[src/rtl/alu_pkg.sv]
// Shared definitions for the execute-stage ALU: function codes, FSM states
// and the operation selector for the iterative multiply/divide unit.
package alu_pkg;

    localparam logic [3:0] ALU_AND  = 4'b0000;
    localparam logic [3:0] ALU_OR   = 4'b0001;
    localparam logic [3:0] ALU_ADD  = 4'b0010;
    localparam logic [3:0] ALU_XOR  = 4'b0011;
    localparam logic [3:0] ALU_SLL  = 4'b0100;
    localparam logic [3:0] ALU_SLTU = 4'b0101;
    localparam logic [3:0] ALU_SUB  = 4'b0110;
    localparam logic [3:0] ALU_SUBU = 4'b0111;
    localparam logic [3:0] ALU_SRL  = 4'b1000;
    localparam logic [3:0] ALU_MUL  = 4'b1001;
    localparam logic [3:0] ALU_SLT  = 4'b1010;
    localparam logic [3:0] ALU_DIV  = 4'b1011;
    localparam logic [3:0] ALU_SRA  = 4'b1100;
    localparam logic [3:0] ALU_REM  = 4'b1101;

    typedef enum logic [1:0] {ST_IDLE, ST_ITER, ST_DONE} state_t;
    typedef enum logic [1:0] {MD_MUL, MD_DIV, MD_REM} md_op_t;

    function automatic logic is_iter_fn(input logic [3:0] fn);
        return (fn == ALU_MUL) || (fn == ALU_DIV) || (fn == ALU_REM);
    endfunction

    function automatic md_op_t md_op_of(input logic [3:0] fn);
        if (fn == ALU_DIV)
            return MD_DIV;
        else if (fn == ALU_REM)
            return MD_REM;
        else
            return MD_MUL;
    endfunction

endpackage

[src/rtl/alu_exec_unit_if.sv]
// Operation-in / result-out handshake bundle of the execute-stage ALU.
interface alu_exec_unit_if #(parameter int WIDTH = 32);
    logic             in_valid;
    logic             in_ready;
    logic [3:0]       alu_fn;
    logic [WIDTH-1:0] src_a;
    logic [WIDTH-1:0] src_b;
    logic             con_beq;
    logic             con_bnq;
    logic             con_blt;
    logic             con_bgt;
    logic             out_valid;
    logic             out_ready;
    logic [WIDTH-1:0] result;
    logic             zero;
    logic             branch_taken;
    logic             busy;

    modport master (
        output in_valid, alu_fn, src_a, src_b, con_beq, con_bnq, con_blt, con_bgt, out_ready,
        input  in_ready, out_valid, result, zero, branch_taken, busy
    );

    modport slave (
        input  in_valid, alu_fn, src_a, src_b, con_beq, con_bnq, con_blt, con_bgt, out_ready,
        output in_ready, out_valid, result, zero, branch_taken, busy
    );
endinterface

[src/rtl/alu_muldiv_iter.sv]
// One-bit-per-cycle shift-add multiplier and restoring divider. done is
// asserted during the last step, with result already holding the final value.
module alu_muldiv_iter
    import alu_pkg::*;
#(
    parameter int WIDTH = 32
) (
    input  logic             clk,
    input  logic             reset,
    input  logic             start,
    input  md_op_t           op,
    input  logic [WIDTH-1:0] a,
    input  logic [WIDTH-1:0] b,
    output logic             done,
    output logic [WIDTH-1:0] result
);
    localparam int CW = $clog2(WIDTH);
    localparam logic [CW-1:0] LAST = CW'(WIDTH - 1);

    logic             running_reg;
    logic [CW-1:0]    count_reg;
    md_op_t           op_reg;
    logic [WIDTH-1:0] a_reg;
    logic             div0_reg, neg_q_reg, neg_r_reg;
    // x: product accumulator / partial remainder; y: multiplicand / quotient; z: multiplier / divisor
    logic [WIDTH-1:0] x_reg, y_reg, z_reg;
    logic [WIDTH-1:0] x_next, y_next, z_next;
    logic [WIDTH:0]   trial, diff;
    logic [WIDTH-1:0] a_mag, b_mag;

    assign a_mag = a[WIDTH-1] ? -a : a;
    assign b_mag = b[WIDTH-1] ? -b : b;
    assign done  = running_reg && (count_reg == LAST);

    always_comb begin
        trial  = {x_reg, y_reg[WIDTH-1]};
        diff   = trial - {1'b0, z_reg};
        x_next = x_reg;
        y_next = y_reg;
        z_next = z_reg;
        if (op_reg == MD_MUL) begin
            x_next = z_reg[0] ? (x_reg + y_reg) : x_reg;
            y_next = y_reg << 1;
            z_next = z_reg >> 1;
        end else begin
            x_next = diff[WIDTH] ? trial[WIDTH-1:0] : diff[WIDTH-1:0];
            y_next = {y_reg[WIDTH-2:0], ~diff[WIDTH]};
        end
    end

    // MIN / -1 needs no special case: the magnitude quotient 2^(WIDTH-1) negates to MIN.
    always_comb begin
        result = '0;
        case (op_reg)
            MD_MUL: result = x_next;
            MD_DIV: result = div0_reg ? '1 : (neg_q_reg ? -y_next : y_next);
            MD_REM: result = div0_reg ? a_reg : (neg_r_reg ? -x_next : x_next);
            default: result = '0;
        endcase
    end

    always_ff @(posedge clk) begin
        if (reset) begin
            running_reg <= 1'b0;
            count_reg   <= '0;
            op_reg      <= MD_MUL;
            a_reg       <= '0;
            div0_reg    <= 1'b0;
            neg_q_reg   <= 1'b0;
            neg_r_reg   <= 1'b0;
            x_reg       <= '0;
            y_reg       <= '0;
            z_reg       <= '0;
        end else if (start) begin
            running_reg <= 1'b1;
            count_reg   <= '0;
            op_reg      <= op;
            a_reg       <= a;
            div0_reg    <= (b == '0);
            neg_q_reg   <= a[WIDTH-1] ^ b[WIDTH-1];
            neg_r_reg   <= a[WIDTH-1];
            x_reg       <= '0;
            y_reg       <= (op == MD_MUL) ? a : a_mag;
            z_reg       <= (op == MD_MUL) ? b : b_mag;
        end else if (running_reg) begin
            x_reg     <= x_next;
            y_reg     <= y_next;
            z_reg     <= z_next;
            count_reg <= count_reg + 1'b1;
            if (done)
                running_reg <= 1'b0;
        end
    end
endmodule

[src/rtl/alu_exec_unit.sv]
// Execute-stage ALU: single-cycle datapath and branch resolution, with
// MUL/DIV/REM handed to the iterative unit while the handshake stalls.
module alu_exec_unit
    import alu_pkg::*;
#(
    parameter int WIDTH = 32
) (
    input  logic            clk,
    input  logic            reset,
    alu_exec_unit_if.slave  io
);
    localparam int SHW = $clog2(WIDTH);

    state_t           state_reg, state_next;
    logic [WIDTH-1:0] result_reg;
    logic             zero_reg, branch_reg;
    logic             accept, start_iter;
    logic [WIDTH-1:0] alu_comb;
    logic             branch_comb, a_eq_b, a_lt_b;
    logic [SHW-1:0]   shamt;
    logic             md_done;
    logic [WIDTH-1:0] md_result;

    assign io.in_ready     = (state_reg == ST_IDLE) || ((state_reg == ST_DONE) && io.out_ready);
    assign io.out_valid    = (state_reg == ST_DONE);
    assign io.busy         = (state_reg == ST_ITER);
    assign io.result       = result_reg;
    assign io.zero         = zero_reg;
    assign io.branch_taken = branch_reg;

    assign accept     = io.in_valid && io.in_ready;
    assign start_iter = accept && is_iter_fn(io.alu_fn);
    assign shamt      = io.src_b[SHW-1:0];

    always_comb begin
        alu_comb = '0;
        case (io.alu_fn)
            ALU_AND:  alu_comb = io.src_a & io.src_b;
            ALU_OR:   alu_comb = io.src_a | io.src_b;
            ALU_ADD:  alu_comb = io.src_a + io.src_b;
            ALU_XOR:  alu_comb = io.src_a ^ io.src_b;
            ALU_SLL:  alu_comb = io.src_a << shamt;
            ALU_SLTU: alu_comb = {{(WIDTH-1){1'b0}}, (io.src_a < io.src_b)};
            ALU_SUB:  alu_comb = io.src_a - io.src_b;
            ALU_SUBU: alu_comb = io.src_a - io.src_b;
            ALU_SRL:  alu_comb = io.src_a >> shamt;
            ALU_SLT:  alu_comb = {{(WIDTH-1){1'b0}}, ($signed(io.src_a) < $signed(io.src_b))};
            ALU_SRA:  alu_comb = $unsigned($signed(io.src_a) >>> shamt);
            default:  alu_comb = '0;
        endcase
    end

    // Only the unsigned-compare subtract resolves branches as unsigned.
    always_comb begin
        a_eq_b      = (io.src_a == io.src_b);
        a_lt_b      = (io.alu_fn == ALU_SUBU) ? (io.src_a < io.src_b)
                                              : ($signed(io.src_a) < $signed(io.src_b));
        branch_comb = (io.con_beq & a_eq_b) | (io.con_bnq & ~a_eq_b) |
                      (io.con_blt & a_lt_b) | (io.con_bgt & ~a_lt_b);
    end

    alu_muldiv_iter #(.WIDTH(WIDTH)) u_muldiv (
        .clk    (clk),
        .reset  (reset),
        .start  (start_iter),
        .op     (md_op_of(io.alu_fn)),
        .a      (io.src_a),
        .b      (io.src_b),
        .done   (md_done),
        .result (md_result)
    );

    always_ff @(posedge clk) begin
        if (reset)
            state_reg <= ST_IDLE;
        else
            state_reg <= state_next;
    end

    always_comb begin
        state_next = state_reg;
        case (state_reg)
            ST_IDLE, ST_DONE: begin
                if (accept)
                    state_next = is_iter_fn(io.alu_fn) ? ST_ITER : ST_DONE;
                else if ((state_reg == ST_DONE) && io.out_ready)
                    state_next = ST_IDLE;
            end
            ST_ITER: if (md_done) state_next = ST_DONE;
            default: state_next = ST_IDLE;
        endcase
    end

    always_ff @(posedge clk) begin
        if (reset) begin
            result_reg <= '0;
            zero_reg   <= 1'b0;
            branch_reg <= 1'b0;
        end else if (accept) begin
            branch_reg <= branch_comb;
            if (!start_iter) begin
                result_reg <= alu_comb;
                zero_reg   <= (alu_comb == '0);
            end
        end else if ((state_reg == ST_ITER) && md_done) begin
            result_reg <= md_result;
            zero_reg   <= (md_result == '0);
        end
    end
endmodule
[src/flat_wrapper.sv]
// flat-port wrapper written by rule: the top's interface ports become plain ports
module alu_exec_unit_flat import alu_pkg::*;
#(
    parameter int WIDTH = 32
)
  (clk, reset, io_in_valid, io_alu_fn, io_src_a, io_src_b, io_con_beq, io_con_bnq, io_con_blt, io_con_bgt, io_out_ready, io_in_ready, io_out_valid, io_result, io_zero, io_branch_taken, io_busy);
  alu_exec_unit_if #(.WIDTH(WIDTH)) io_i ();
  input  logic clk;
  input  logic reset;
  input wire logic [$bits(io_i.in_valid)-1:0] io_in_valid;
  input wire logic [$bits(io_i.alu_fn)-1:0] io_alu_fn;
  input wire logic [$bits(io_i.src_a)-1:0] io_src_a;
  input wire logic [$bits(io_i.src_b)-1:0] io_src_b;
  input wire logic [$bits(io_i.con_beq)-1:0] io_con_beq;
  input wire logic [$bits(io_i.con_bnq)-1:0] io_con_bnq;
  input wire logic [$bits(io_i.con_blt)-1:0] io_con_blt;
  input wire logic [$bits(io_i.con_bgt)-1:0] io_con_bgt;
  input wire logic [$bits(io_i.out_ready)-1:0] io_out_ready;
  output wire logic [$bits(io_i.in_ready)-1:0] io_in_ready;
  output wire logic [$bits(io_i.out_valid)-1:0] io_out_valid;
  output wire logic [$bits(io_i.result)-1:0] io_result;
  output wire logic [$bits(io_i.zero)-1:0] io_zero;
  output wire logic [$bits(io_i.branch_taken)-1:0] io_branch_taken;
  output wire logic [$bits(io_i.busy)-1:0] io_busy;
  assign io_i.in_valid = io_in_valid;
  assign io_i.alu_fn = io_alu_fn;
  assign io_i.src_a = io_src_a;
  assign io_i.src_b = io_src_b;
  assign io_i.con_beq = io_con_beq;
  assign io_i.con_bnq = io_con_bnq;
  assign io_i.con_blt = io_con_blt;
  assign io_i.con_bgt = io_con_bgt;
  assign io_i.out_ready = io_out_ready;
  assign io_in_ready = io_i.in_ready;
  assign io_out_valid = io_i.out_valid;
  assign io_result = io_i.result;
  assign io_zero = io_i.zero;
  assign io_branch_taken = io_i.branch_taken;
  assign io_busy = io_i.busy;
  alu_exec_unit #(.WIDTH(WIDTH)) u_core (.clk(clk), .reset(reset), .io(io_i));
endmodule
[config.mk]
export PLATFORM = sky130hd
export DESIGN_NAME = alu_exec_unit_flat
export DESIGN_NICKNAME = d
export VERILOG_FILES = /design/src/rtl/alu_pkg.sv /design/src/rtl/alu_exec_unit_if.sv /design/src/rtl/alu_muldiv_iter.sv /design/src/rtl/alu_exec_unit.sv /design/src/flat_wrapper.sv
export SDC_FILE = /design/constraint.sdc
export NUM_CORES = 1
export LEC_CHECK = 0
export BUFFER_PORTS_ARGS = -buffer_cell sky130_fd_sc_hd__buf_4
export CAP_MARGIN = 5
export CORE_AREA = 4 4 259 261
export CTS_CLUSTER_DIAMETER = 120
export DETAILED_ROUTE_END_ITERATION = 7
export DIE_AREA = 0 0 263 265
export PLACE_DENSITY = 0.54
export SETUP_SLACK_MARGIN = 0.05
export SYNTH_ARGS = -nofsm -noshare
export SYNTH_HDL_FRONTEND = slang
export SYNTH_HIERARCHICAL = 1
export SYNTH_SLANG_ARGS = --single-unit
[constraint.sdc]
create_clock -name clk -period 10.85 [get_ports clk]
set_clock_uncertainty 0.15 [all_clocks]
set_input_delay 1.085 -clock clk [delete_from_list [all_inputs] [get_ports clk]]
set_output_delay 1.085 -clock clk [all_outputs]
set_load 0.01 [all_outputs]
## Yosys cells after proc, flatten, opt, wreduce, memory -nomap -nowiden

Cells that the tools add are included.

- Register bits: 175
- Logic and storage cells: 124

- $add $sub $neg: 9
- Magnitude comparators: 2
- Equality and inequality tests: 22
- Shifts and indexed selects: 3
- Muxes and demuxes: 36
- Bitwise operators: 14
- Reduce and logical (&&, ||, !) cells: 24

Operators with widths:

| cell | count |
|---|---|
| $mux 32 | 19 |
| $pmux 32 s10 | 1 |
| $neg 32->32 | 4 |
| $logic_not 32->1 | 3 |
| $pmux 32 s3 | 1 |
| $add 32x32->32 | 2 |
| $lt 32x32->1 | 2 |
| $sub 33x32->33 | 1 |
| $and 32x32->32 | 1 |
| $eq 32x32->1 | 1 |
| $or 32x32->32 | 1 |
| $shl 32x5->32 | 1 |
| $shr 32x5->32 | 1 |
| $sshr 32x5->32 | 1 |
| $sub 32x32->32 | 1 |
| $xor 32x32->32 | 1 |
| $eq 4x4->1 const B | 6 |
| $eq 4x3->1 const B | 4 |
| $mux 2 | 6 |
| $eq 4x2->1 const B | 2 |
| $mux 1 | 8 |
| $logic_not 2->1 | 3 |
| $reduce_and 2->1 | 3 |
| $reduce_bool 2->1 | 3 |
| 17 further kinds | 34 |

## Depth between registers and ports, before layout

Gate-level depths: netlist (run 1).

- Depth in word-level cells: 10
- Mapped depth: 27

## Modules after synthesis

The synthesis (run 1) kept the hierarchy.

By module, submodules not included:

| module | times used | cells each | area each (µm²) | seq. area each (µm²) |
|---|---|---|---|---|
| alu_muldiv_iter | 1 | 1,930 | 14,091.0 | 2,762.6 |
| alu_exec_unit | 1 | 1,750 | 12,285.5 | 720.7 |

## Worst setup path before layout (run 1)

Ideal clock, no wire load.

- Path kind: input to register
- Start point: input io_src_b[1]
- End point: register u_core.zero_reg, in the netlist u_core/io.zero
- Library setup time: 0.059 ns
- Arrival time: 5.069 ns
- Required time: 10.641 ns
- Setup slack: 5.572 ns
- Stages: 18
- Path buffers: 5
- Path through: buf_2 -> inv_1 -> buf_2 -> buf_2 -> buf_2 -> buf_2 -> fa_1 -> nor3b_1 -> or3_1 -> a311oi_1 -> o211a_1 -> xnor2_1 -> nor2_1 -> a2111o_1 -> nor4_1 -> nand4b_1 -> nor4b_2 -> a31o_1

- Cells in the longest elaborated chain, start to end: 5
- Elaborated cells between the ends (all ways): 14

RTL lines:

| what | RTL line | RTL |
|---|---|---|
| start: declaration | flat_wrapper.sv:13 | `input wire logic [$bits(io_i.src_b)-1:0] io_src_b;` |
| $sub 32x32->32, or another cell as far along | alu_exec_unit.sv:44, alu_exec_unit.sv:45 |  |
| $pmux 32 s10 (*) | alu_exec_unit.sv:37 | `case (io.alu_fn)` |
| $logic_not 32->1 (*) | alu_exec_unit.sv:103 | `zero_reg <= (alu_comb == '0);` |
| $mux 1 (*) | alu_exec_unit.sv:101 | `if (!start_iter) begin` |
| $mux 1 (*) | alu_exec_unit.sv:99 | `end else if (accept) begin` |
| end signal: assignment | alu_exec_unit.sv:103 |  |
| end signal: assignment | alu_exec_unit.sv:107 | `zero_reg <= (md_result == '0);` |
| end: declaration | alu_exec_unit.sv:16 | `logic zero_reg, branch_reg;` |

Every way passes the cells marked *; elsewhere a longest branch is shown, timed or not. The select of a mux whose other input is x is not followed.
A chain may end at the register's enable or synchronous reset.

## Final worst setup path (run 1)

- Start point: register u_core.u_muldiv.z_reg[0]
- End point: register u_core.zero_reg, in the netlist u_core/io.zero

- Cells in the longest elaborated chain, start to end: 10
- Elaborated cells between the ends (all ways): 16

RTL lines:

| what | RTL line | RTL |
|---|---|---|
| start: declaration | alu_muldiv_iter.sv:26 | `logic [WIDTH-1:0] x_reg, y_reg, z_reg;` |
| start signal: assignment | alu_muldiv_iter.sv:84 | `z_reg <= (op == MD_MUL) ? b : b_mag;` |
| start signal: assignment | alu_muldiv_iter.sv:88 | `z_reg <= z_next;` |
| $sub 33x32->33 | alu_muldiv_iter.sv:37 | `diff = trial - {1'b0, z_reg};` |
| $mux 32 / $not 1->1 (equally long branches) | alu_muldiv_iter.sv:46, alu_muldiv_iter.sv:47 |  |
| $mux 32 / $mux 1 (equally long branches) | alu_muldiv_iter.sv:41 | `if (op_reg == MD_MUL) begin` |
| $neg 32->32, on equally long branches | alu_muldiv_iter.sv:57, alu_muldiv_iter.sv:56 |  |
| $mux 32, on equally long branches (2 in series) | alu_muldiv_iter.sv:57, alu_muldiv_iter.sv:56 |  |
| $pmux 32 s3 (*) | alu_muldiv_iter.sv:54 | `case (op_reg)` |
| net u_core.md_result[26] | alu_exec_unit.sv:22 | `logic [WIDTH-1:0] md_result;` |
| $logic_not 32->1 (*) | alu_exec_unit.sv:107 |  |
| $mux 1 (*) | alu_exec_unit.sv:105 | `end else if ((state_reg == ST_ITER) && md_done) begin` |
| $mux 1 (*) | alu_exec_unit.sv:99 |  |

Mark *: on every way through the listed nets, which the timed path passes. The rest lies on a longest branch. The select of a mux whose other input is x is not followed.

==> results of run 1 <==
-- per-stage QoR --
stage	power [mW]	std cells	setup WS [ps]
final	2.70	4449	4190
after global routing	2.79	4449	3780
after CTS	2.66	4449	4270
after detailed placement	1.96	4417	4340
after global placement	1.97	4417	4420
after floorplan	1.53	3680	5570
-- power by group through the flow --
stage	Sequential [mW]	Clock [mW]	Combinational [mW]
6_report	0.710	0.700	1.29
3_5_place_dp	0.723	0	1.24
4_1_cts	0.708	0.710	1.24
2_1_floorplan	0.700	0	0.830
3_3_place_gp	0.723	0	1.25
5_1_grt	0.710	0.732	1.35
-- worst max-delay path, cell delays in order, from the launching register on --
cell and delay (ps):
sky130_fd_sc_hd__dfxtp_2 320, sky130_fd_sc_hd__buf_4 520, sky130_fd_sc_hd__ha_1 290, sky130_fd_sc_hd__inv_1 60, sky130_fd_sc_hd__fa_1 420, sky130_fd_sc_hd__nand3_1 130
sky130_fd_sc_hd__a21oi_1 90, sky130_fd_sc_hd__o2111a_1 270, sky130_fd_sc_hd__or4_4 440, sky130_fd_sc_hd__a22oi_2 170, sky130_fd_sc_hd__buf_4 340, sky130_fd_sc_hd__mux2_2 390
sky130_fd_sc_hd__a21oi_2 320, sky130_fd_sc_hd__ha_1 310, sky130_fd_sc_hd__nand3_2 170, sky130_fd_sc_hd__or3_1 520, sky130_fd_sc_hd__nor4_1 340, sky130_fd_sc_hd__mux2i_1 230
sky130_fd_sc_hd__nand2_1 90, sky130_fd_sc_hd__nor4_1 280, sky130_fd_sc_hd__nand4_1 120, sky130_fd_sc_hd__nor3_1 270, sky130_fd_sc_hd__a22oi_1 110, sky130_fd_sc_hd__nor2_1 120
sky130_fd_sc_hd__a31o_1 120
-- worst max-delay path by stage --
stage / from / end / slack (ps) / cells past startpoint
floorplan: io_src_b[1] / u_core/io.zero$_SDFFE_PP0P_ / 5570 / 18
global placement: u_core/u_muldiv/z_reg[0]$_SDFFE_PP0P_ / u_core/io.zero$_SDFFE_PP0P_ / 4420 / 24
detailed placement: u_core/u_muldiv/z_reg[0]$_SDFFE_PP0P_ / u_core/io.zero$_SDFFE_PP0P_ / 4340 / 24
CTS: u_core/u_muldiv/z_reg[0]$_SDFFE_PP0P_ / u_core/io.zero$_SDFFE_PP0P_ / 4270 / 24
global route: u_core/u_muldiv/z_reg[0]$_SDFFE_PP0P_ / u_core/io.zero$_SDFFE_PP0P_ / 3780 / 26
finish: u_core/u_muldiv/z_reg[0]$_SDFFE_PP0P_ / u_core/io.zero$_SDFFE_PP0P_ / 4190 / 24
-- per-layer routing --
| layer | share of wire | GRT usage | wire length [um] |
|---|---|---|---|
| met5 | 0 | 0 | 0 |
| met4 | 0.083 | 0.240 | 11200 |
| met3 | 0.079 | 0.0575 | 10800 |
| met2 | 0.44 | 0.577 | 59200 |
| met1 | 0.40 | 0.473 | 54600 |
-- logic make-up after synthesis --
kind of cell | synth area share
adders and majority gates | 0.0875
and+or+nand+nor | 0.223
buffers and inverters | 0.0703
muxes | 0.117
xor gates and xnor gates | 0.0545
AOI/OAI and AO/OA | 0.316
DFF | 0.132
-- Yosys cell counts (39+ instances only) --
cell type,number
sky130_fd_sc_hd__o22ai_1,46
sky130_fd_sc_hd__a21oi_1,350
sky130_fd_sc_hd__nor3_1,89
sky130_fd_sc_hd__nor2b_1,60
sky130_fd_sc_hd__ha_1,178
sky130_fd_sc_hd__inv_1,168
sky130_fd_sc_hd__buf_2,41
sky130_fd_sc_hd__xor2_1,74
sky130_fd_sc_hd__nand2_1,289
sky130_fd_sc_hd__nor4_1,43
sky130_fd_sc_hd__nor2_1,420
sky130_fd_sc_hd__mux4_2,50
sky130_fd_sc_hd__nand2b_1,39
sky130_fd_sc_hd__a21o_1,39
sky130_fd_sc_hd__xnor2_1,90
sky130_fd_sc_hd__dfxtp_1,174
sky130_fd_sc_hd__clkbuf_1,201
sky130_fd_sc_hd__a211oi_1,147
sky130_fd_sc_hd__mux2i_1,148
sky130_fd_sc_hd__o31ai_1,42
sky130_fd_sc_hd__nand3_1,65
sky130_fd_sc_hd__o21ai_0,204
-- cell type report --
class                      count  area, sq um  share of cell area
clock buffer                  17          425              0.0151
sequential                   174         3490               0.124
multi-input combinational   3052        21100               0.749
clock inverter                15          215             0.00764
tap                          855         1070              0.0380
timing repair buffer         163         1220              0.0435
inverter                     173          649              0.0231
==> impl_summary.log, run 1 <==
[metrics] status: completed
[metrics] Worst-Margin Slew: roughly 1200 ps
[metrics] worst hold slack after final layout: 322 ps
[metrics] area of the mapped netlist: 26400 sq um
[metrics] number of clock sinks: 174
[metrics] placer's final routability congestion estimate: ~1.1
[metrics] synthesized net count: 3938
[metrics] Detailed Routing Iterations Pass 1: 7
[metrics] # Max-Cap Violations: 0
[metrics] Die Footprint: 69700 sq um
[metrics] Die Span X: 263 um
[metrics] ANT cells: 0
[metrics] Core Rows: 93
[metrics] number of enable flip-flop cells after synthesis: 0
[metrics] total number of yosys warnings: 6
[metrics] logic depth of the worst register-to-register path: 24
[metrics] CTS tree: done
[metrics] proportion of register bits with asynchronous set or reset after synthesis: 0
[metrics] kind of critical path: reg -> reg
[metrics] area growth from synthesis to layout: 6.76%
[metrics] Internal Power: 1.42 mW
[metrics] total clock buffers created by CTS: 17
[metrics] vias: 30100
[metrics] total negative slack for setup checks: 0 ps
[metrics] core area: 64500 sq um
[metrics] clock latency of the later-clocked register in the worst-skew pair: roughly 500 ps
[metrics] finished layout cell area: 28200 sq um
[metrics] Layout Utilization: 0.437
[metrics] Crit Reg-Reg Startpoint: u_core/u_muldiv/z_reg[0]$_SDFFE_PP0P_
[metrics] Relative slew margins: 0.220
[metrics] CTS Hold Buffers Added: 0
[metrics] Worst EP arrival: between 6000 and 7000 ps
[metrics] worst min-delay path class: reg -> reg
[metrics] initial core utilization: 0.409
[metrics] Net count, final: 3839
[metrics] hold path cells: 2
[metrics] number of pins exceeding their max-slew limit in the final report: 0
[metrics] Remaining Overflow, GRT: 0
[metrics] fillcell total: 6820
[metrics] minimum period implied by the final worst setup slack: 6660 ps
[metrics] floorplan die height: 265 um
[metrics] buffers inserted during post-CTS setup optimization: 0
[metrics] Residual DRC: 0
[metrics] number of cells produced by synthesis: approximately 3700
[metrics] Antenna Violating Nets Remaining: 0
[metrics] final hold violation count: 0
[metrics] Placed Instance Area: ~28000 sq um
[metrics] synth top area cells: sky130_fd_sc_hd__dfxtp_1 13%, sky130_fd_sc_hd__ha_1 8.4%, sky130_fd_sc_hd__a21oi_1 6.6%
[metrics] VDD IR max: approximately 0.000095 V
[metrics] startpoint type of the worst setup path: register
[metrics] antenna violations before repair: 2
[metrics] share of total power in sequential cells: 0.263
[metrics] highest fanout seen on the critical path: 57
[metrics] mean area per synthesized cell: approximately 7 sq um
[metrics] commonest non-fill, non-tap cell in the layout: sky130_fd_sc_hd__nor2_1
[metrics] pin count of the biggest net entering global routing: 84
[metrics] Worst R2R Setup Slack: about 4200 ps
[metrics] number of gates resized after cts: 0
[metrics] highest achievable clock rate: 150 MHz
[metrics] data required time at the worst endpoint: 11130 ps
[metrics] cell area power density: 95.7 nW/um^2
[metrics] Detailed Route WL: between 100 and 150 mm
[metrics] I/O pin count: approximately 110
[metrics] unrepaired setup endpoints after global routing: no
[metrics] period utilization: 0.614
[metrics] #FFs+latches synth: 174
[metrics] Critical Path Sink Type: register
[metrics] DRT iter0 DRCs: between 4000 and 5000
[metrics] total number of H-tree levels: 4
[metrics] number of global-route vias before repair: 27600
[metrics] GR Util All Layers: 0.369
[metrics] post-synthesis cell type with the largest combined area: sky130_fd_sc_hd__dfxtp_1
[metrics] switching power: 1.27 mW
[metrics] worst hold endpoint: u_core/io.result[25]$_SDFFE_PP0P_
[metrics] LEAKAGE: approximately 11 nW
[metrics] DR WL/cell: 30.5 um
[metrics] HP Start: u_core/io.result[25]$_SDFFE_PP0P_
[metrics] logic gate share of total power: 0.477
[metrics] via count normalized by instance count: between 6 and 7
[metrics] number of endpoints failing setup at the final stage: 0
[metrics] Clock Tree Buf Depth: 2
[metrics] global-route wire length before repair: 194 mm
[metrics] layout cells sized above 1: 0.0993
[metrics] fraction of power spent switching nets: 0.472
[metrics] HPWL Detailed: 103 mm
[metrics] CTS Root Buffer Type: sky130_fd_sc_hd__clkbuf_16
[metrics] Reg-to-Reg End: u_core/io.zero$_SDFFE_PP0P_
[metrics] number of distinct library cell variants in the gate-level netlist after synthesis: between 100 and 150
[metrics] sequential element share of the synthesized area: 0.132
[metrics] commonest cells after routing, fill and taps aside: 417 x sky130_fd_sc_hd__nor2_1, 349 x sky130_fd_sc_hd__a21oi_1, 288 x sky130_fd_sc_hd__nand2_1
[metrics] ys flop type: sky130_fd_sc_hd__dfxtp_1
[metrics] area share of the largest cell type after synthesis: 0.132
[metrics] count of port buffers added during placement: approximately 110
[metrics] clock share of power: 0.260
[metrics] Worst-path clk slew: 100 ps
No activity file was read; power rests on OpenSTA's default activity.
==> run 2, diff against run 1 <==
Clock period 10.85 ns to 6.81 ns, I/O delays scaled along.
==> run 2 against run 1 <==
- via count up 1.0%
- wire length up 0.60%
- utilization up 0.34 points
- largest power group unchanged
==> impl_summary.log, run 2 (synthesized netlist as in run 1, its figures left out) <==
[metrics] Detailed Route WL: 137 mm (was 136 mm)
[metrics] number of global-route vias before repair: 28100 (was 27600)
[metrics] Net count, final: 3874 (was 3839)
[metrics] via count normalized by instance count: 6.79 (was 6.78)
[metrics] Clock Tree Buf Depth: 2 (unchanged)
[metrics] # Max-Cap Violations: 0 (unchanged)
[metrics] Design Power: 4.29 mW (was 2.70 mW)
[metrics] Worst EP arrival: 6500 ps (was 6940 ps)
[metrics] highest achievable clock rate: 161 MHz (was 150 MHz)
[metrics] Reg-to-Reg End: u_core/io.zero$_SDFFE_PP0P_ (unchanged)
[metrics] antenna violations before repair: 4 (was 2)
[metrics] global-route wire length before repair: 197 mm (was 194 mm)
[metrics] placer's final routability congestion estimate: 1.06 (was 1.07)
[metrics] DR WL/cell: 30.5 um (about the same)
[metrics] CTS Hold Buffers Added: 0 (unchanged)
[metrics] clock latency of the later-clocked register in the worst-skew pair: 500 ps (about the same)
[metrics] number of clock sinks: 174 (unchanged)
[metrics] Detailed Routing Iterations Pass 1: 6 (was 7)
[metrics] Worst-path clk slew: 80 ps (was 100 ps)
[metrics] HPWL Detailed: 105 mm (was 103 mm)
[metrics] area growth from synthesis to layout: 7.60% (was 6.76%)
[metrics] Relative slew margins: 0.125 (was 0.220)
[metrics] number of pins exceeding their max-slew limit in the final report: 0 (unchanged)
[metrics] data required time at the worst endpoint: 7100 ps (was 11130 ps)
[metrics] worst hold slack after final layout: 312 ps (was 322 ps)
[metrics] fillcell total: 6873 (was 6820)
[metrics] number of gates resized after cts: 0 (unchanged)
[metrics] buffers inserted during post-CTS setup optimization: 0 (unchanged)
[metrics] LEAKAGE: 11.0 nW (was 10.9 nW)
[metrics] Die Footprint: 69700 sq um (unchanged)
[metrics] VDD IR max: 0.000167 V (was 0.0000945 V)
[metrics] I/O pin count: 113 (unchanged)
[metrics] final hold violation count: 0 (unchanged)
[metrics] core area: 64500 sq um (unchanged)
[metrics] Residual DRC: 0 (unchanged)
[metrics] DRT iter0 DRCs: 4155 (was 4035)
[metrics] Antenna Violating Nets Remaining: 0 (unchanged)
[metrics] minimum period implied by the final worst setup slack: 6210 ps (was 6660 ps)
[metrics] worst hold endpoint: u_core/io.result[24]$_SDFFE_PP0P_ (was u_core/io.result[25]$_SDFFE_PP0P_)
[metrics] Worst-Margin Slew: 1300 ps (was 1160 ps)
[metrics] CTS Root Buffer Type: sky130_fd_sc_hd__clkbuf_16 (unchanged)
[metrics] Core Rows: 93 (unchanged)
[metrics] period utilization: 0.912 (was 0.614)
[metrics] count of port buffers added during placement: 112 (unchanged)
[metrics] startpoint of the most critical setup path: u_core/u_muldiv/x_reg[18]$_SDFFE_PP0P_ (was u_core/u_muldiv/z_reg[0]$_SDFFE_PP0P_)
[metrics] pin count of the biggest net entering global routing: 145 (was 84)
[metrics] highest fanout seen on the critical path: 10 (was 57)
[metrics] initial core utilization: 0.409 (unchanged)
[metrics] Critical Path Sink Type: register (unchanged)
[metrics] total number of H-tree levels: 4 (unchanged)
[metrics] Crit Reg-Reg Startpoint: u_core/u_muldiv/x_reg[18]$_SDFFE_PP0P_ (was u_core/u_muldiv/z_reg[0]$_SDFFE_PP0P_)
[metrics] total clock buffers created by CTS: 17 (unchanged)
[metrics] commonest non-fill, non-tap cell in the layout: sky130_fd_sc_hd__nor2_1 (unchanged)
[metrics] GR Util All Layers: 0.373 (was 0.369)
[metrics] floorplan die height: 265 um (unchanged)
[metrics] worst min-delay path class: reg -> reg (unchanged)
[metrics] commonest cells after routing, fill and taps aside: 417 x sky130_fd_sc_hd__nor2_1, 349 x sky130_fd_sc_hd__a21oi_1, 288 x sky130_fd_sc_hd__nand2_1 (unchanged)
[metrics] hold path cells: 2 (unchanged)
[metrics] CTS tree: done (unchanged)
[metrics] kind of critical path: reg -> reg (unchanged)
[metrics] unrepaired setup endpoints after global routing: no (unchanged)
[metrics] logic depth of the worst register-to-register path: 20 (was 24)
[metrics] layout cells sized above 1: 0.107 (was 0.0993)
[metrics] HP Start: u_core/io.result[24]$_SDFFE_PP0P_ (was u_core/io.result[25]$_SDFFE_PP0P_)
[metrics] startpoint type of the worst setup path: register (unchanged)
[metrics] cell area power density: 151 nW/um^2 (was 95.7 nW/um^2)
[metrics] status: completed (unchanged)
[metrics] Worst R2R Setup Slack: 600 ps (was 4190 ps)
[metrics] number of endpoints failing setup at the final stage: 0 (unchanged)
[metrics] Die Span X: 263 um (unchanged)
[metrics] Remaining Overflow, GRT: 0 (unchanged)
[metrics] vias: 30500 (was 30100)
[metrics] total negative slack for setup checks: 0 ps (unchanged)
==> run 2: cell count changes in the layout (fill, tap and decap cells not counted), sizes merged <==
cell | before | now
buf | 163 | 198
bufinv | 1 | 2
clkbuf | 17 | 19
clkinv | 13 | 9
diode | 0 | 2
==> run 2: routing by layer <==
metal	part of all wire	up-vias	global-route usage
li1	-	13600	-
met5	0.000095	-	0
met4	0.089	2	0.257
met2	0.43	1791	0.578
met1	0.40	14600	0.469
met3	0.084	472	0.0696
==> run 2: where the power goes <==
group / internal (mW) / switching [mW] / leakage, nW
Clock: 0.550 / 0.509 / 0.288
Sequential: 1.06 / 0.0652 / 1.41
Combinational: 0.695 / 1.42 / 9.34
==> run 2: final cells by class <==
| cell class | instances | area, sq um | share of cell area |
|---|---|---|---|
| well taps | 855 | 1070 | 0.0377 |
| multi-input cells | 3052 | 21100 | 0.743 |
| clock buffers | 19 | 433 | 0.0153 |
| clock inverters | 12 | 154 | 0.00542 |
| inverters | 173 | 649 | 0.0229 |
| flip-flops and latches | 174 | 3490 | 0.123 |
| repair buffers | 198 | 1500 | 0.0528 |
| diodes | 2 | 5.00 | 0.000176 |
==> run 2: worst max-delay path by stage <==
stage	cells past startpoint	endpoint
3_3_place_gp	20	u_core/io.zero$_SDFFE_PP0P_
3_5_place_dp	20	u_core/io.zero$_SDFFE_PP0P_
2_1_floorplan	24	u_core/io.zero$_SDFFE_PP0P_
6_report	20	u_core/io.zero$_SDFFE_PP0P_
4_1_cts	20	u_core/io.zero$_SDFFE_PP0P_
5_1_grt	20	u_core/io.zero$_SDFFE_PP0P_
==> run 2: critical path, cell delays in order, from the launching register on <==
cell and delay, ps:
sky130_fd_sc_hd__dfxtp_1 430, sky130_fd_sc_hd__ha_1 540, sky130_fd_sc_hd__nand4_1 170, sky130_fd_sc_hd__or3_1 410, sky130_fd_sc_hd__o31ai_1 410, sky130_fd_sc_hd__o31ai_1 200
sky130_fd_sc_hd__a22oi_2 480, sky130_fd_sc_hd__mux2_2 410, sky130_fd_sc_hd__a21oi_2 320, sky130_fd_sc_hd__ha_1 290, sky130_fd_sc_hd__nand3_2 150, sky130_fd_sc_hd__or3_4 440
sky130_fd_sc_hd__o41ai_2 350, sky130_fd_sc_hd__xnor2_1 160, sky130_fd_sc_hd__o21ai_1 120, sky130_fd_sc_hd__nor4_1 390, sky130_fd_sc_hd__nand4_1 150, sky130_fd_sc_hd__nor3_1 220
sky130_fd_sc_hd__a22oi_1 100, sky130_fd_sc_hd__nor2_1 120, sky130_fd_sc_hd__a31o_1 110
==> run 2: metrics by stage <==
stage                     std cells   util  setup slack, ps  instance area [sq um]
final                          4485  0.440              602                  28400
after global routing           4483  0.440              265                  28400
after CTS                      4483  0.440              690                  28400
after detailed placement       4452  0.431              745                  27800
after global placement         4452  0.431              809                  27800
after floorplan                3680      -             1560                  26400
